<file path="config.mk">
export PLATFORM = sky130hd
export DESIGN_NAME = mesm6_irq_seq
export DESIGN_NICKNAME = d
export VERILOG_FILES = /design/src/rtl/mesm6_pic_pkg.sv /design/src/rtl/mesm6_irq_sync.sv /design/src/rtl/mesm6_irq_seq.sv
export SDC_FILE = /design/constraint.sdc
export NUM_CORES = 1
export LEC_CHECK = 0
export ABC_AREA = 0
export CORE_MARGIN = 1.5
export CORE_UTILIZATION = 43
export CTS_BUF_LIST = sky130_fd_sc_hd__clkbuf_4
export CTS_CLUSTER_DIAMETER = 50
export DETAILED_ROUTE_END_ITERATION = 8
export GPL_TIMING_DRIVEN = 0
export PLACE_DENSITY = 0.8
export SLEW_MARGIN = 30
export SYNTH_ARGS = -nofsm -noshare
export SYNTH_HDL_FRONTEND = slang
export SYNTH_SLANG_ARGS = --single-unit
</file>
<file path="constraint.sdc">
create_clock -name clk -period 2.4 [get_ports clk]
set_input_delay 0.24 -clock clk [delete_from_list [all_inputs] [get_ports clk]]
set_output_delay 0.24 -clock clk [all_outputs]
set_load 0.01 [all_outputs]
</file>
<file path="src/rtl/mesm6_pic_pkg.sv">
// Shared PIC definitions: register map, sequencer state encoding and the IFS clear-mask helper.
package mesm6_pic_pkg;

    localparam int NUM_IRQ_BITS = 48;
    localparam int PIC_ADDR_W   = 15;

    localparam logic [PIC_ADDR_W-1:0] ADDR_OFF    = 15'o0;
    localparam logic [PIC_ADDR_W-1:0] ADDR_IFS    = 15'o1;
    localparam logic [PIC_ADDR_W-1:0] ADDR_IFSSET = 15'o2;
    localparam logic [PIC_ADDR_W-1:0] ADDR_IECSET = 15'o3;
    localparam logic [PIC_ADDR_W-1:0] ADDR_IEC    = 15'o4;
    localparam logic [PIC_ADDR_W-1:0] ADDR_IFSCLR = 15'o5;
    localparam logic [PIC_ADDR_W-1:0] ADDR_IECCLR = 15'o6;

    typedef enum logic [2:0] {
        ST_IDLE   = 3'd0,
        ST_H_WAIT = 3'd1,
        ST_S_RD   = 3'd2,
        ST_S_CLR  = 3'd3,
        ST_S_DLV  = 3'd4
    } seq_state_t;

    typedef enum logic {
        RR_HOST = 1'b0,
        RR_SEQ  = 1'b1
    } rr_t;

    // OFF value n maps to IFS bit (48-n); out-of-range offsets shift out to an all-zero mask.
    function automatic logic [NUM_IRQ_BITS-1:0] ifs_clr_mask(input logic [5:0] off);
        logic [6:0] sh;
        sh = 7'd48 - {1'b0, off};
        ifs_clr_mask = {{(NUM_IRQ_BITS-1){1'b0}}, 1'b1} << sh;
    endfunction

endpackage

</file>
<file path="src/rtl/mesm6_irq_sync.sv">
// Per-bit 2-FF synchroniser with registered rising-edge pulse (3 clocks from input rise).
module mesm6_irq_sync #(
    parameter int W = 2
) (
    input  logic         clk,
    input  logic         reset_n,
    input  logic [W-1:0] d_async,
    output logic [W-1:0] pulse
);

    logic [W-1:0] s1_q, s2_q, s3_q, pulse_q, pulse_d;

    // Edge detect on the synchronised level.
    always_comb begin
        pulse_d = s2_q & ~s3_q;
    end

    // Synchroniser chain and pulse register.
    always_ff @(posedge clk or negedge reset_n) begin
        if (!reset_n) begin
            s1_q    <= {W{1'b0}};
            s2_q    <= {W{1'b0}};
            s3_q    <= {W{1'b0}};
            pulse_q <= {W{1'b0}};
        end else begin
            s1_q    <= d_async;
            s2_q    <= s1_q;
            s3_q    <= s2_q;
            pulse_q <= pulse_d;
        end
    end

    assign pulse = pulse_q;

endmodule

</file>
<file path="src/rtl/mesm6_irq_seq.sv">
// Interrupt-entry sequencer and PIC port arbiter between CPU and mesm6_pic.
// Define IRQ_SYNC_EN to synchronise raw asynchronous dev_irq lines into single pic_irq pulses.
module mesm6_irq_seq
    import mesm6_pic_pkg::*;
#(
    parameter int TIMEOUT = 16,
    parameter int SCNT_W  = 8
) (
    input  logic                    clk,
    input  logic                    reset_n,
    input  logic                    interrupt,
    input  logic                    cpu_int_en,
    output logic [5:0]              cpu_vec,
    output logic                    cpu_vec_valid,
    input  logic                    cpu_vec_ack,
    input  logic [PIC_ADDR_W-1:0]   host_addr,
    input  logic                    host_read,
    input  logic                    host_write,
    input  logic [NUM_IRQ_BITS-1:0] host_wdata,
    output logic [NUM_IRQ_BITS-1:0] host_rdata,
    output logic                    host_done,
    output logic [PIC_ADDR_W-1:0]   pic_addr,
    output logic                    pic_read,
    output logic                    pic_write,
    output logic [NUM_IRQ_BITS-1:0] pic_wdata,
    input  logic [NUM_IRQ_BITS-1:0] pic_rdata,
    input  logic                    pic_done,
    input  logic [1:0]              dev_irq,
    output logic [1:0]              pic_irq,
    output logic                    seq_err,
    output logic [SCNT_W-1:0]       spur_cnt
);

    localparam int WCNT_W = (TIMEOUT > 2) ? $clog2(TIMEOUT) : 1;

    seq_state_t              state_q, state_d;
    rr_t                     rr_q, rr_d;
    logic [WCNT_W-1:0]       wait_q, wait_d;
    logic [5:0]              off_q, off_d;
    logic [SCNT_W-1:0]       spur_cnt_q, spur_cnt_d;
    logic [5:0]              cpu_vec_q, cpu_vec_d;
    logic                    cpu_vec_valid_q, cpu_vec_valid_d;
    logic [NUM_IRQ_BITS-1:0] host_rdata_q, host_rdata_d;
    logic                    host_done_q, host_done_d;
    logic [PIC_ADDR_W-1:0]   pic_addr_q, pic_addr_d;
    logic [NUM_IRQ_BITS-1:0] pic_wdata_q, pic_wdata_d;
    logic                    pic_read_q, pic_read_d;
    logic                    pic_write_q, pic_write_d;
    logic                    seq_err_q, seq_err_d;

    logic       cand_s_s, cand_h_s, grant_h_s, grant_s_s, timeout_s;
    logic [5:0] rd_off_s;

    // A host request is masked during its own done cycle, before the CPU can drop the level.
    assign cand_s_s = interrupt & cpu_int_en & ~cpu_vec_valid_q;
    assign cand_h_s = (host_read | host_write) & ~host_done_q;

    // Next-state and next-output computation for the arbiter/sequencer.
    always_comb begin
        state_d         = state_q;
        rr_d            = rr_q;
        wait_d          = wait_q;
        off_d           = off_q;
        spur_cnt_d      = spur_cnt_q;
        cpu_vec_d       = cpu_vec_q;
        host_rdata_d    = host_rdata_q;
        host_done_d     = 1'b0;
        pic_addr_d      = pic_addr_q;
        pic_wdata_d     = pic_wdata_q;
        pic_read_d      = 1'b0;
        pic_write_d     = 1'b0;
        seq_err_d       = 1'b0;
        grant_h_s       = 1'b0;
        grant_s_s       = 1'b0;
        rd_off_s        = pic_rdata[5:0];
        timeout_s       = (wait_q == WCNT_W'(TIMEOUT - 1));

        if (cpu_vec_valid_q && cpu_vec_ack) begin
            cpu_vec_valid_d = 1'b0;
        end else begin
            cpu_vec_valid_d = cpu_vec_valid_q;
        end

        case (state_q)
            ST_IDLE: begin
                if (cand_h_s && cand_s_s) begin
                    if (rr_q == RR_HOST) begin
                        grant_h_s = 1'b1;
                        rr_d      = RR_SEQ;
                    end else begin
                        grant_s_s = 1'b1;
                        rr_d      = RR_HOST;
                    end
                end else begin
                    grant_h_s = cand_h_s;
                    grant_s_s = cand_s_s;
                end
            end
            ST_H_WAIT: begin
                if (pic_done) begin
                    host_rdata_d = pic_rdata;
                    host_done_d  = 1'b1;
                    state_d      = ST_IDLE;
                end else if (timeout_s) begin
                    host_rdata_d = {NUM_IRQ_BITS{1'b0}};
                    host_done_d  = 1'b1;
                    seq_err_d    = 1'b1;
                    state_d      = ST_IDLE;
                end else begin
                    wait_d = wait_q + WCNT_W'(1);
                end
            end
            ST_S_RD: begin
                if (pic_done) begin
                    if (rd_off_s == 6'd0) begin
                        if (spur_cnt_q != {SCNT_W{1'b1}}) begin
                            spur_cnt_d = spur_cnt_q + SCNT_W'(1);
                        end else begin
                            spur_cnt_d = spur_cnt_q;
                        end
                        state_d = ST_IDLE;
                    end else begin
                        off_d       = rd_off_s;
                        pic_addr_d  = ADDR_IFSCLR;
                        pic_wdata_d = ifs_clr_mask(rd_off_s);
                        pic_write_d = 1'b1;
                        wait_d      = {WCNT_W{1'b0}};
                        state_d     = ST_S_CLR;
                    end
                end else if (timeout_s) begin
                    seq_err_d = 1'b1;
                    state_d   = ST_IDLE;
                end else begin
                    wait_d = wait_q + WCNT_W'(1);
                end
            end
            ST_S_CLR: begin
                if (pic_done) begin
                    cpu_vec_d       = off_q;
                    cpu_vec_valid_d = 1'b1;
                    state_d         = ST_S_DLV;
                end else if (timeout_s) begin
                    seq_err_d = 1'b1;
                    state_d   = ST_IDLE;
                end else begin
                    wait_d = wait_q + WCNT_W'(1);
                end
            end
            ST_S_DLV: begin
                // The vector stays valid across a host access; the ack is honoured in any state.
                if (cand_h_s) begin
                    grant_h_s = 1'b1;
                end else if (cpu_vec_ack) begin
                    state_d = ST_IDLE;
                end else begin
                    state_d = ST_S_DLV;
                end
            end
            default: begin
                state_d = ST_IDLE;
            end
        endcase

        if (grant_h_s) begin
            pic_addr_d  = host_addr;
            pic_wdata_d = host_wdata;
            pic_read_d  = host_read;
            pic_write_d = host_write & ~host_read;
            wait_d      = {WCNT_W{1'b0}};
            state_d     = ST_H_WAIT;
        end else if (grant_s_s) begin
            pic_addr_d = ADDR_OFF;
            pic_read_d = 1'b1;
            wait_d     = {WCNT_W{1'b0}};
            state_d    = ST_S_RD;
        end else begin
            pic_read_d = pic_read_d;
        end
    end

    // State and registered-output flops.
    always_ff @(posedge clk or negedge reset_n) begin
        if (!reset_n) begin
            state_q         <= ST_IDLE;
            rr_q            <= RR_HOST;
            wait_q          <= {WCNT_W{1'b0}};
            off_q           <= 6'd0;
            spur_cnt_q      <= {SCNT_W{1'b0}};
            cpu_vec_q       <= 6'd0;
            cpu_vec_valid_q <= 1'b0;
            host_rdata_q    <= {NUM_IRQ_BITS{1'b0}};
            host_done_q     <= 1'b0;
            pic_addr_q      <= {PIC_ADDR_W{1'b0}};
            pic_wdata_q     <= {NUM_IRQ_BITS{1'b0}};
            pic_read_q      <= 1'b0;
            pic_write_q     <= 1'b0;
            seq_err_q       <= 1'b0;
        end else begin
            state_q         <= state_d;
            rr_q            <= rr_d;
            wait_q          <= wait_d;
            off_q           <= off_d;
            spur_cnt_q      <= spur_cnt_d;
            cpu_vec_q       <= cpu_vec_d;
            cpu_vec_valid_q <= cpu_vec_valid_d;
            host_rdata_q    <= host_rdata_d;
            host_done_q     <= host_done_d;
            pic_addr_q      <= pic_addr_d;
            pic_wdata_q     <= pic_wdata_d;
            pic_read_q      <= pic_read_d;
            pic_write_q     <= pic_write_d;
            seq_err_q       <= seq_err_d;
        end
    end

    assign cpu_vec       = cpu_vec_q;
    assign cpu_vec_valid = cpu_vec_valid_q;
    assign host_rdata    = host_rdata_q;
    assign host_done     = host_done_q;
    assign pic_addr      = pic_addr_q;
    assign pic_wdata     = pic_wdata_q;
    assign pic_read      = pic_read_q;
    assign pic_write     = pic_write_q;
    assign seq_err       = seq_err_q;
    assign spur_cnt      = spur_cnt_q;

`ifdef IRQ_SYNC_EN
    mesm6_irq_sync #(.W(2)) u_irq_sync (
        .clk     (clk),
        .reset_n (reset_n),
        .d_async (dev_irq),
        .pulse   (pic_irq)
    );
`else
    assign pic_irq = dev_irq;
`endif

endmodule

</file>
==> reports/results.txt <==
main flop type after synthesis: dfrtp_1
status: finished, final reports clean
required time worst endpoint: 2.81 ns
Post-CTS Setup Bufs: 0
grt total ovfl: 0
first-pass GRT wire length: 30700 um
WL met3: 1740 um
Syn Nets: 666
LEAKAGE: 3.92 nW
CTS tree: yes
Netlist cell types: 59
final design utilization: 66.1%
Tcrit/Tclk final: 93.4%
DR WL met2: 9600 um
Slew Viols, Final: 0
final net count: 935
CP max stage delay: 0.59 ns
Yosys top cell by area: dfrtp_1
area grow syn2layout: 49.2%
Clock transition at path regs: 0.14 ns
sum of negative setup slack: 0 ns
Power Dens Cells: 1210 nW/um^2
Row Count: 43
synth warn: 0
Post-synth ARST share: 100%
Inst Count DP: 972
DRT met1 WL: 8180 um
Synth Area in Adders: 0.404%
min Tclk post-route: 2.24 ns
Top Layer Used: met4
root buf cell: clkbuf_4
CP startpoint kind: register
RSZ-0062 raised after global routing: no
Seq/Total Area, Yosys: 58.2%
mux contribution to synthesized area: 1.98%
Via Count: 5651
Post-Synth XOR/XNOR Area: 0.990%
crit path DAT: 2.65 ns
Post-Synth Simple-Gate Area: 13.7%
total global-route track usage: 27.2%
top-area cell type share of the netlist area: 58.2%
Setup-failing EPs final: 0
Crit-path slowest cell: clkbuf_1
I/O Pins: 253
final WL: 20000 um
vias in the first global route: 5720
share of layout cells above drive strength 1: 9.09%
Post-synth EDFFs: 0
Pwr Total: 11.2 mW
Post-Synthesis Cell Area: 6190 um^2
drt wl/cell: 19.9 um
Core ar.: 14000 um^2
drt first pass iters: 5
largest cells by area after synthesis: dfrtp_1, a22o_1, nand2_1
top post-synthesis cells by count: dfrtp_1, a22o_1, nand2_1
input/output buffers: 248
Num CTS Buffers: 17
FF-to-FF setup slack: 0.16 ns
R2R cell count: 6
average size of a mapped cell: 11.4 um^2
Antenna Nets Post-Route: 0
initial antenna violation count: 1
Crit path top cell by count: buf_2
Routability Congestion: 0.867
Compound-Gate Fraction of Synth Area: 20.8%
H-tree levels: 4
maximum clock path buffer count: 2
Starting Density: 44.3%
HP Start: pic_rdata[2]
drt drc: 0
CTS sink count: 144
Final Hold Fails: 0
worst slew pin tran: 0.722 ns
Post-DP HPWL: 14900 um
crit path cell chain: buf_2 -> or2_1 -> buf_2 -> a211oi_4 -> clkbuf_1 -> o31ai_1
Die H: 123 um
vias per std cell: 5.62
largest net degree at the start of global routing: 83
Slew HR: 51.2%
drt first-iter violations: 478
main combinational cell family by area after synthesis: compound AO/OA/AOI/OAI gates
Die Outline Area: 15100 um^2
worst-case hold slack: 0.0992 ns
Worst IR Drop VDD: 0.702 mV
Seq cells post-synth: 144
Worst Hold Depth: 4
Hold Crit Class: in2reg
max_cap viols: 0
Clk Latency, worst-skew pair: 0.57 ns
FMAX: 0.446 GHz
count leader, synth: dfrtp_1
Hold Path End: pic_wdata[25]
final non-filler cell total: 1006
Synth Instances: 543
RR Endpoint: pic_wdata[16]
CP Max Fanout: 10
worst r2r src: state_q[0]
Die W: 123 um
WS Path Type: reg2reg
CP endpoint kind: register
clk_skew: 0.0326 ns
[kinds of logic after synthesis]
family / Yosys count
simple gates: 167
compound gates: 164
flops: 144
buf+inv: 49
mux: 10
xor+xnor: 7
fa+ha+maj: 2
[cell type report]
type,instances,area (um^2)
Sequential cell,144,3600
Multi-Input combinational cell,350,2350
Clock buffer,18,135
Fill cell,1056,4740
Tap cell,180,225
Inverter,4,15.0
Timing Repair Buffer,250,2520
Clock inverter,14,156
Antenna cell,1,2.50
Buffer,45,228
[cells in the final DEF, fill, tap and decap left out, drive strengths merged, types with 3 or more instances in the layout]
| master | n |
|---|---|
| clkdlybuf4s50 | 247 |
| dfrtp | 144 |
| a22o | 63 |
| nand2 | 47 |
| clkbuf | 45 |
| nor2 | 44 |
| o21ai | 27 |
| nand3 | 24 |
| buf | 20 |
| a221o | 15 |
| a21oi | 15 |
| a2bb2oi | 10 |
| nor3 | 8 |
| mux2 | 8 |
| inv | 7 |
| nor2b | 6 |
| a32oi | 6 |
| o22ai | 6 |
| nand2b | 5 |
| nand4 | 5 |
| xor2 | 5 |
| clkinv | 5 |
| and3 | 4 |
| o31ai | 4 |
| a221oi | 4 |
| clkinvlp | 4 |
| and2 | 4 |
| o211ai | 3 |
| nand4b | 3 |
| nor4 | 3 |
[routing by layer]
| layer | global-route usage [%] | vias up |
|---|---|---|
| met5 | 0 | - |
| met1 | 35.6 | 2766 |
| met2 | 43.4 | 294 |
| met4 | 9.84 | 0 |
| li1 | - | 2553 |
| met3 | 7.56 | 38 |
[power by group]
part / switching, mW / internal (mW) / leakage, nW
Clock: 0.956 / 0.641 / 0.146
Combinational: 2.43 / 2.97 / 1.97
Sequential: 0.661 / 3.49 / 1.80
[how the worst max path moves through the flow]
| stage | slack [ns] | to | start | cells past startpoint |
|---|---|---|---|---|
| after floorplan | 0.55 | pic_wdata[10] | state_q[1] | 7 |
| after global placement | -4.31 | pic_wdata[4] | reset_n | 1 |
| after detailed placement | -0.42 | pic_wdata[12] | pic_done | 7 |
| after CTS | 0.08 | host_rdata[45] | wait_q[0] | 6 |
| after global routing | 0.05 | pic_addr[8] | state_q[0] | 6 |
| final | 0.16 | pic_wdata[16] | state_q[0] | 6 |
[critical path, delay by kind of cell (launching register included)]
kind,cells,cell delay (ns)
DFF,1,0.39
and+or+nand+nor,1,0.20
AOI/OAI and AO/OA,2,0.59
buffers and inverters,3,0.92
[state kept, by name, indices dropped and copies added (netlist names)]
register       cells
off_q              6
cpu_vec            6
state_q            3
seq_err            1
pic_write          1
pic_wdata         48
wait_q             4
host_rdata        48
host_done          1
pic_addr          15
rr_q               1
spur_cnt           8
cpu_vec_valid      1
pic_read           1
[per-stage QoR]
stage | cell area [um^2] | setup WS [ns]
floorplan | 6190 | 0.546
global placement | 8900 | -4.31
detailed placement | 8930 | -0.417
CTS | 9240 | 0.0760
global route | 9240 | 0.0488
finish | 9240 | 0.158
[repair_timing]
| action | CTS | global route |
|---|---|---|
| resized for setup | 0 | 3 |
| endpoints found under the hold margin | 62 | 0 |
| hold buffers | 1 | 0 |
| endpoints found under the setup margin | 0 | 14 |
(Power assumes the default switching activity.)
